File: config.mk
export PLATFORM = sky130hd
export DESIGN_NAME = win_check_sequencer
export DESIGN_NICKNAME = d
export VERILOG_FILES = /design/src/rtl/win_pkg.sv /design/src/rtl/win_check_sequencer_seq_timer.sv /design/src/rtl/win_check_sequencer.sv
export SDC_FILE = /design/constraint.sdc
export NUM_CORES = 1
export LEC_CHECK = 0
export CAP_MARGIN = 40
export CORE_MARGIN = 3
export CORE_UTILIZATION = 41
export CTS_CLUSTER_SIZE = 10
export DETAILED_ROUTE_END_ITERATION = 16
export GPL_TIMING_DRIVEN = 0
export MAX_ROUTING_LAYER = met4
export PLACE_DENSITY = 0.8
export RECOVER_POWER = 50
export SKIP_CTS_REPAIR_TIMING = 1
export SYNTH_ARGS = -nofsm -noshare
export SYNTH_HDL_FRONTEND = slang
export SYNTH_HIERARCHICAL = 1
export SYNTH_SLANG_ARGS = --single-unit
File: constraint.sdc
create_clock -name clk -period 3.7 [get_ports clk]
set_input_delay 0.74 -clock clk [delete_from_list [all_inputs] [get_ports clk]]
set_output_delay 0.74 -clock clk [all_outputs]
set_load 0.02 [all_outputs]
File: src/rtl/win_pkg.sv
// Shared types for the win-check sequencer.
// Direction codes, FSM states and cell encodings.
package win_pkg;

  localparam logic [1:0] DIR_H  = 2'd0;
  localparam logic [1:0] DIR_V  = 2'd1;
  localparam logic [1:0] DIR_L1 = 2'd2;
  localparam logic [1:0] DIR_L2 = 2'd3;

  localparam logic [1:0] EMPTY = 2'd0;

  typedef enum logic [2:0] {
    IDLE,
    CLEAR,
    LAUNCH,
    RUN,
    FINISH
  } state_e;

  function automatic logic [3:0] dir_onehot(
    input logic [1:0] d
  );
    return 4'b0001 << d;
  endfunction

endpackage

File: src/rtl/win_check_sequencer_seq_timer.sv
// Saturating up-counter with clear and terminal-count compare.
// Shared between the clear hold and the checker watchdog.
module seq_timer #(
  parameter int W = 7
) (
  input  logic         clk,
  input  logic         reset,
  input  logic         clr_i,
  input  logic         en_i,
  input  logic [W-1:0] lim_i,
  output logic         tc_o
);

  logic [W-1:0] cnt_q, cnt_d;

  always_comb begin
    cnt_d = cnt_q;
    if (clr_i) begin
      cnt_d = '0;
    end else if (en_i && (cnt_q != '1)) begin
      cnt_d = cnt_q + 1'b1;
    end
  end

  always_ff @(posedge clk or negedge reset) begin
    if (!reset) begin
      cnt_q <= '0;
    end else begin
      cnt_q <= cnt_d;
    end
  end

  assign tc_o = (cnt_q == lim_i);

endmodule

File: src/rtl/win_check_sequencer.sv
// Sequences the four direction checkers over one shared
// board read port and reports win / winning direction.
module win_check_sequencer
  import win_pkg::*;
#(
  parameter int TIMEOUT    = 64,
  parameter int CLR_CYCLES = 2
) (
  input  logic        clk,
  input  logic        reset,
  input  logic        start,
  input  logic [7:0]  pointer,
  input  logic [1:0]  chess,
  output logic        busy,
  output logic        done,
  output logic        win,
  output logic [1:0]  win_dir,
  output logic        timeout_err,
  output logic [7:0]  mem_addr,
  input  logic [1:0]  mem_data,
  output logic        chk_reset,
  output logic [3:0]  chk_active,
  output logic [7:0]  chk_pointer,
  output logic [1:0]  chk_chess,
  input  logic [31:0] chk_addr,
  output logic [1:0]  chk_currstate,
  input  logic [3:0]  chk_success,
  input  logic [3:0]  chk_fail
);

  localparam int TW = $clog2(TIMEOUT + 1);
  localparam logic [TW-1:0] CLR_LIM = TW'(CLR_CYCLES - 1);
  localparam logic [TW-1:0] RUN_LIM = TW'(TIMEOUT - 1);

  state_e      state_q, state_d;
  logic [1:0]  dir_q, dir_d;
  logic        win_q, win_d;
  logic [1:0]  wdir_q, wdir_d;
  logic        terr_q, terr_d;
  logic [7:0]  ptr_q, ptr_d;
  logic [1:0]  chess_q, chess_d;

  logic          tmr_clr;
  logic          tmr_en;
  logic          tmr_tc;
  logic [TW-1:0] tmr_lim;

  // Any state change restarts the count, so each CLEAR and
  // RUN phase begins from zero.
  assign tmr_clr = (state_d != state_q);
  assign tmr_en  = (state_q == CLEAR) || (state_q == RUN);
  assign tmr_lim = (state_q == CLEAR) ? CLR_LIM : RUN_LIM;

  seq_timer #(
    .W (TW)
  ) u_timer (
    .clk   (clk),
    .reset (reset),
    .clr_i (tmr_clr),
    .en_i  (tmr_en),
    .lim_i (tmr_lim),
    .tc_o  (tmr_tc)
  );

  always_comb begin
    state_d = state_q;
    dir_d   = dir_q;
    win_d   = win_q;
    wdir_d  = wdir_q;
    terr_d  = terr_q;
    ptr_d   = ptr_q;
    chess_d = chess_q;
    unique case (state_q)
      IDLE: begin
        if (start) begin
          ptr_d   = pointer;
          chess_d = chess;
          win_d   = 1'b0;
          wdir_d  = DIR_H;
          terr_d  = 1'b0;
          dir_d   = DIR_H;
          state_d = (chess == EMPTY) ? FINISH : CLEAR;
        end
      end
      CLEAR: begin
        if (tmr_tc) state_d = LAUNCH;
      end
      LAUNCH: begin
        state_d = RUN;
      end
      RUN: begin
        if (chk_success[dir_q]) begin
          win_d   = 1'b1;
          wdir_d  = dir_q;
          state_d = FINISH;
        end else if (chk_fail[dir_q] || tmr_tc) begin
          if (!chk_fail[dir_q]) terr_d = 1'b1;
          if (dir_q == DIR_L2) begin
            state_d = FINISH;
          end else begin
            dir_d   = dir_q + 2'd1;
            state_d = CLEAR;
          end
        end
      end
      FINISH: begin
        state_d = IDLE;
      end
      default: begin
        state_d = IDLE;
      end
    endcase
  end

  always_ff @(posedge clk or negedge reset) begin
    if (!reset) begin
      state_q <= IDLE;
      dir_q   <= DIR_H;
      win_q   <= 1'b0;
      wdir_q  <= DIR_H;
      terr_q  <= 1'b0;
      ptr_q   <= '0;
      chess_q <= EMPTY;
    end else begin
      state_q <= state_d;
      dir_q   <= dir_d;
      win_q   <= win_d;
      wdir_q  <= wdir_d;
      terr_q  <= terr_d;
      ptr_q   <= ptr_d;
      chess_q <= chess_d;
    end
  end

  logic scanning;
  assign scanning = (state_q == LAUNCH) || (state_q == RUN);

  assign busy        = (state_q == CLEAR) || scanning;
  assign done        = (state_q == FINISH);
  assign chk_reset   = !scanning;
  assign chk_active  = (state_q == LAUNCH) ? dir_onehot(dir_q) : 4'b0;
  assign mem_addr    = scanning ? chk_addr[{dir_q, 3'b000} +: 8] : 8'h00;
  assign chk_pointer = ptr_q;
  assign chk_chess   = chess_q;
  assign chk_currstate = mem_data;
  assign win         = win_q;
  assign win_dir     = wdir_q;
  assign timeout_err = terr_q;

endmodule

* Yosys cells after proc, flatten, opt, wreduce, memory -nomap -nowiden *
Index checks and enable logic that the tools add are counted.

operators by class
  add/sub/neg operators = 2
  magnitude comparators = 1
  equality and inequality tests = 14
  shift operators = 2
  multiplexer cells = 30
  reduce and logical (&&, ||, !) cells = 14

operator list
  operator             count
  $shiftx 32x6->8      1
  $mux 3               6
  $mux 7               2
  $pmux 3 s4           1
  $mux 2               5
  $reduce_and 5->1     2
  $mux 8               1
  $ne 2x2->1 const B   4
  $pmux 2 s2           2
  $add 7x1->7 const B  1
  $eq 7x6->1           1
  $mux 1               7
  $ne 7x7->1 const B   1
  $eq 3x2->1 const B   2
  $mux 6               1
  $bmux 1 s2           2
  $logic_or 1x1->1     4
  $mux 4               1
  $ne 2x1->1 const B   2
  $pmux 1 s2           2
  $reduce_bool 2->1    2
  $shl 1x2->4 const A  1
  $eq 3x1->1 const B   1
  $eq 3x3->1 const B   1
  other kinds (10)     10

storage, ports and cells
  register bits after elaboration = 26
  input port bits = 55
  output and inout port bits = 31
  word-level logic and storage cells = 71

* Depth between registers and ports, before layout *
  depth in word-level cells = 9
  mapped depth = 15
  mapped depth without buffers = 13

* Hierarchy *
The synthesis kept the hierarchy.

by module, submodules not included
  module               times used  cells an instance  area each (um2)  sequential area each (um2)
  win_check_sequencer  1           148                1353.8           475.5
  seq_timer            1           52                 478.0            175.2

* Worst setup path before layout *
OpenSTA, ideal clock, no wires.

  path type = flip-flop to flip-flop
  from = register state_q[0]
  to = register u_timer.cnt_q[1]
  setup time = 135 ps
  arrival time = 3114 ps
  required time = 3565 ps
  setup slack = 451 ps
  stages on the path, launching flop included = 15
  buffers on the path = 2
  period minus slack after synthesis = 3249 ps
  path through = dfrtp_1 -> clkbuf_1 -> inv_1 -> nor2_1 -> nand2b_1 -> xor2_1 -> nor4_1 -> nor2b_1 -> a221o_1 -> and3_1 -> o2111ai_1 -> clkbuf_1 -> inv_1 -> a41oi_1 -> o211ai_1

between the ends
  elaborated cells between the ends (all ways) = 17
  classes of those cells = 5 x eq/ne; 7 x mux; 5 x reduce/logical

RTL lines
  what                                      line                                 text
  from (decl)                               win_check_sequencer.sv:35            state_e state_q, state_d;
  from (signal assigned)                    win_check_sequencer.sv:125           state_q <= state_d;
  $eq 3x1->1 or $eq 3x2->1 (tied branches)  win_check_sequencer.sv:51            assign tmr_en = (state_q == CLEAR) || (state_q == RUN);
  $logic_or 1x1->1 *                        win_check_sequencer.sv:51
  named net tmr_en                          win_check_sequencer.sv:44            logic tmr_en;
  $logic_and 1x1->1 *                       win_check_sequencer_seq_timer.sv:20  end else if (en_i && (cnt_q != '1)) begin
  $reduce_bool 2->1 (no line) *             n/a
  to (signal assigned)                      win_check_sequencer_seq_timer.sv:29  cnt_q <= cnt_d;
  to (decl)                                 win_check_sequencer_seq_timer.sv:14  logic [W-1:0] cnt_q, cnt_d;

Mark *: on every way through the listed nets, which the timed path passes. The rest lies on a longest branch.
A chain may end at the register's enable or synchronous reset.

* Final worst setup path *
Ends and elaborated chain as after synthesis.

==> flow_summary.html <==
<table>
<tr><th>Metric</th><th>Value</th></tr>
<tr><th colspan="2">STA</th></tr>
<tr><td>RSZ-0062 raised after global routing</td><td>no</td></tr>
<tr><td>Final hold violations</td><td>0</td></tr>
<tr><td>Final Slew Violations</td><td>0</td></tr>
<tr><td>Setup tns final</td><td>0 ns</td></tr>
<tr><td>Final cycle utilization of the critical path</td><td>89.0%</td></tr>
<tr><td>Time the worst path needs with I/O delays and setup</td><td>3.29 ns</td></tr>
<tr><td>Worst Clk Skew</td><td>0.00943 ns</td></tr>
<tr><td>Slew HR</td><td>54.7%</td></tr>
<tr><td>Worst-Margin Slew</td><td>0.679 ns</td></tr>
<tr><td>Maximum operating frequency</td><td>0.304 GHz</td></tr>
<tr><td>Final setup violation count</td><td>0</td></tr>
<tr><td>Least setup slack across all paths after layout</td><td>0.408 ns</td></tr>
<tr><th colspan="2">Cells and area</th></tr>
<tr><td>Count of nets after finishing</td><td>349</td></tr>
<tr><td>Area overhead of the layout relative to synthesis</td><td>52.0%</td></tr>
<tr><td>Fraction of final layout cells with drive strength greater than 1</td><td>9.72%</td></tr>
<tr><td>Ant. Diodes</td><td>0</td></tr>
<tr><td>Final cell count without fillers</td><td>338</td></tr>
<tr><td>Leading cell types in the layout, fill and taps excluded</td><td>sky130_fd_sc_hd__clkdlybuf4s50_1, sky130_fd_sc_hd__nand2_1, sky130_fd_sc_hd__dfrtp_1</td></tr>
<tr><td>Leading cell type in the layout, fill and taps excluded</td><td>sky130_fd_sc_hd__clkdlybuf4s50_1</td></tr>
<tr><th colspan="2">Die</th></tr>
<tr><td>Starting Density</td><td>44.2%</td></tr>
<tr><td>Area of the die</td><td>5310 um2</td></tr>
<tr><td>Die H</td><td>72.8 um</td></tr>
<tr><td>IO Pins</td><td>86</td></tr>
<tr><td>Std-Cell Core Area</td><td>4140 um2</td></tr>
<tr><td>Standard-cell row count</td><td>23</td></tr>
<tr><td>Horizontal die dimension</td><td>72.8 um</td></tr>
<tr><th colspan="2">Pwr</th></tr>
<tr><td>PD cells</td><td>621 nW/um2</td></tr>
<tr><td>Net switching component of the power</td><td>0.748 mW</td></tr>
<tr><td>Int Power</td><td>0.980 mW</td></tr>
<tr><td>Clock Power Share</td><td>10.7%</td></tr>
<tr><td>Leak Pwr</td><td>1.21 nW</td></tr>
<tr><td>Switching Fraction</td><td>43.3%</td></tr>
<tr><td>Peak supply drop</td><td>0.000384 V</td></tr>
<tr><td>Combinational Power Share</td><td>61.5%</td></tr>
<tr><td>Sequential share of power</td><td>27.8%</td></tr>
<tr><th colspan="2">Placed design</th></tr>
<tr><td>Place WS</td><td>0.268 ns</td></tr>
<tr><td>Placed insts</td><td>335</td></tr>
<tr><td>Port Buffers</td><td>83</td></tr>
<tr><td>GP Congestion</td><td>0.847</td></tr>
<tr><td>DP Wirelength</td><td>4.10 mm</td></tr>
<tr><th colspan="2">Routing</th></tr>
<tr><td>Remaining antenna violation count after routing</td><td>0</td></tr>
<tr><td>Via/cell ratio</td><td>5.39</td></tr>
<tr><td>DRC viols</td><td>0</td></tr>
<tr><td>Iter 0 DRT Violations</td><td>51</td></tr>
<tr><td>Number of optimization iterations in the first detailed-route pass</td><td>4</td></tr>
<tr><td>Routed wirelength normalized by instance count</td><td>15.1 um</td></tr>
<tr><td>DR vias</td><td>1,822</td></tr>
<tr><td>Routed wire length</td><td>5.10 mm</td></tr>
<tr><th colspan="2">Critical path</th></tr>
<tr><td>Critical path launch point</td><td>state_q[0]</td></tr>
<tr><td>Chain of cells forming the critical path</td><td>inv_1, nor2_1, nand2b_1, xnor2_1, nand4_1, nor4_1, buf_2, nor2b_1, a221o_1, and3_1, o2111ai_1, clkbuf_1, inv_1, a41oi_1, o211ai_1</td></tr>
<tr><td>Worst path max stage delay</td><td>0.55 ns</td></tr>
<tr><td>Required time of the critical path</td><td>3.85 ns</td></tr>
<tr><td>Critical path class</td><td>reg -&gt; reg</td></tr>
<tr><td>Register-to-register setup slack</td><td>0.41 ns</td></tr>
<tr><td>Dominant cell type by count on the critical path</td><td>sky130_fd_sc_hd__inv_1</td></tr>
<tr><td>Critical R2R Launch</td><td>state_q[0]</td></tr>
<tr><td>Critical path capture point type</td><td>register</td></tr>
<tr><td>Slowest stage cell on the critical path</td><td>sky130_fd_sc_hd__dfrtp_1</td></tr>
<tr><td>Arr. time, crit path</td><td>3.44 ns</td></tr>
<tr><td>Peak fanout along the critical path</td><td>11</td></tr>
<tr><td>Sort of element at the start of the critical path</td><td>register</td></tr>
<tr><th colspan="2">CTS</th></tr>
<tr><td>TritonCTS buffer count</td><td>3</td></tr>
<tr><td>Clock transition at the registers of the reported paths</td><td>0.09 ns</td></tr>
<tr><td>Clock tree root buffer cell</td><td>sky130_fd_sc_hd__clkbuf_8</td></tr>
<tr><td>Sink count of the clock tree</td><td>26</td></tr>
<tr><td>CTS tree</td><td>built</td></tr>
<tr><td>Number of H-tree levels</td><td>1</td></tr>
<tr><td>Maximum count of clock buffers along a single path</td><td>2</td></tr>
<tr><td>Later-pin clock latency in the skew report</td><td>0.28 ns</td></tr>
<tr><th colspan="2">Worst hold path</th></tr>
<tr><td>Class of the worst hold path</td><td>reg -&gt; reg</td></tr>
<tr><td>Worst hold start</td><td>chk_pointer[1]</td></tr>
<tr><th colspan="2">Synth</th></tr>
<tr><td>Share of the synthesized area in the top cell type</td><td>35.5%</td></tr>
<tr><td>Total number of yosys warnings</td><td>6</td></tr>
<tr><td>Register area share after synthesis</td><td>35.5%</td></tr>
<tr><td>Total standard cell area after synthesis</td><td>1830 um2</td></tr>
<tr><td>Number of distinct library cell variants in the gate-level netlist after synthesis</td><td>44</td></tr>
<tr><td>Synthesized instance count</td><td>200</td></tr>
<tr><td>Cell taking the most area after synthesis</td><td>sky130_fd_sc_hd__dfrtp_1</td></tr>
<tr><td>Net count after synthesis</td><td>260</td></tr>
<tr><td>Syn avg cell area</td><td>9.16 um2</td></tr>
<tr><td>Leading cell types by total area after synthesis</td><td>sky130_fd_sc_hd__dfrtp_1, sky130_fd_sc_hd__mux4_2, sky130_fd_sc_hd__nand2_1, sky130_fd_sc_hd__and3_1, sky130_fd_sc_hd__ha_1</td></tr>
<tr><td>Number of synthesized register bits</td><td>26</td></tr>
<tr><th colspan="2">Global routing</th></tr>
<tr><td>Initial antenna violation count</td><td>0</td></tr>
<tr><td>First-pass GRT wire length</td><td>8.18 mm</td></tr>
<tr><td>Largest net degree at the start of global routing</td><td>15</td></tr>
<tr><td>Number of global-route vias before repair</td><td>1,762</td></tr>
<tr><td>Total GRT Usage</td><td>20.2%</td></tr>
<tr><td>Global route overflow</td><td>0</td></tr>
<tr><th colspan="2">Run status</th></tr>
<tr><td>Outcome</td><td>finished, final reports clean</td></tr>
<tr><th colspan="2">Run</th></tr>
<tr><td>MaxCap Viol Count</td><td>0</td></tr>
</table>
==> layer usage <==
layer  global-route usage, %  up-vias  routed length [um]  share of wire (%)
met1                    24.7      856                2130                 42
met5                       -        -                   0                  0
met2                    33.9       72                2420                 48
met4                    4.92        0                  47               0.92
met3                    4.55        5                 498                9.8
li1                        -      889                   -                  -
==> stage by stage <==
step | hold WS [ns] | total power [mW] | instance area (um2) | utilization [%]
3_3_place_gp | 0.459 | 1.55 | 2730 | 65.8
6_report | 0.475 | 1.73 | 2780 | 67.2
2_1_floorplan | 0.444 | 1.18 | 1830 | -
5_1_grt | 0.514 | 1.86 | 2780 | 67.2
3_5_place_dp | 0.462 | 1.58 | 2750 | 66.2
4_1_cts | 0.485 | 1.77 | 2800 | 67.6
==> final timing paths <==
kind	end	cells past startpoint
hold / removal	chk_pointer[1]	2
hold reg to reg	chk_pointer[1]	2
max in group asynchronous	u_timer/cnt_q[1]	2
min in group asynchronous	chk_pointer[1]	1
setup reg to reg	u_timer/cnt_q[1]	15
setup / recovery	u_timer/cnt_q[1]	15
==> power groups by stage <==
stage	logic [mW]	registers [mW]	clock network, mW
after floorplan	0.646	0.539	0
after global placement	1.07	0.473	0
after detailed placement	1.10	0.476	0
after CTS	1.11	0.472	0.191
after global routing	1.16	0.500	0.202
final	1.06	0.480	0.186
==> kinds of logic after synthesis <==
kind of cell / Yosys count / synth area share, %
buffers and inverters: 22 / 5.81
XOR/XNOR: 7 / 3.35
flip-flops: 26 / 35.5
adder cells (fa/ha/maj): 5 / 3.42
AND/OR/NAND/NOR: 97 / 27.3
AO/OA/AOI/OAI: 29 / 10.8
other: 2 / 0.410
multiplexers: 12 / 13.4
==> worst max-delay path: cells and delay by family, from the launching register on <==
kind | cells | cell delay, ns
XOR/XNOR | 1 | 0.19
AO/OA/AOI/OAI | 4 | 0.73
AND/OR/NAND/NOR | 6 | 0.91
flip-flops | 1 | 0.55
buffers and inverters | 4 | 0.78
==> final cells by class <==
type | count | area, um2
Fill cell | 365 | 1360
Multi-Input combinational cell | 152 | 1070
Timing Repair Buffer | 85 | 840
Sequential cell | 26 | 651
Buffer | 16 | 82.6
Tap cell | 50 | 62.6
Clock buffer | 4 | 55.1
Inverter | 5 | 18.8
==> registers in the layout, summed over array words and instances (netlist names) <==
| name | count |
|---|---|
| timeout_err | 1 |
| win | 1 |
| win_dir | 2 |
| u_timer/cnt_q | 7 |
| chk_chess | 2 |
| chk_pointer | 8 |
| state_q | 3 |
| dir_q | 2 |
==> Yosys cell counts, drive strengths merged <==
| cell type | count |
|---|---|
| a41oi | 1 |
| nor3 | 4 |
| a221oi | 1 |
| and3 | 13 |
| a32o | 1 |
| clkbuf | 7 |
| nand2b | 1 |
| and2 | 4 |
| o21a | 1 |
| buf | 10 |
| ha | 5 |
| o211ai | 5 |
| o21ai | 6 |
| nand4b | 3 |
| dfrtp | 26 |
| xor2 | 3 |
| a311oi | 2 |
| nand3 | 8 |
| nor2 | 11 |
| a21oi | 5 |
| or3 | 1 |
| mux4 | 10 |
| conb | 2 |
| xnor2 | 4 |
| a31oi | 3 |
| nand2 | 40 |
| nor4 | 1 |
| a221o | 1 |
| nand4 | 3 |
| nor2b | 2 |
| or4b | 1 |
| o2111ai | 1 |
| and3b | 1 |
| inv | 5 |
| a22oi | 1 |
| nor3b | 2 |
| a21boi | 1 |
| mux2i | 2 |
| and4 | 2 |
Power figures use the tool's default switching activity.
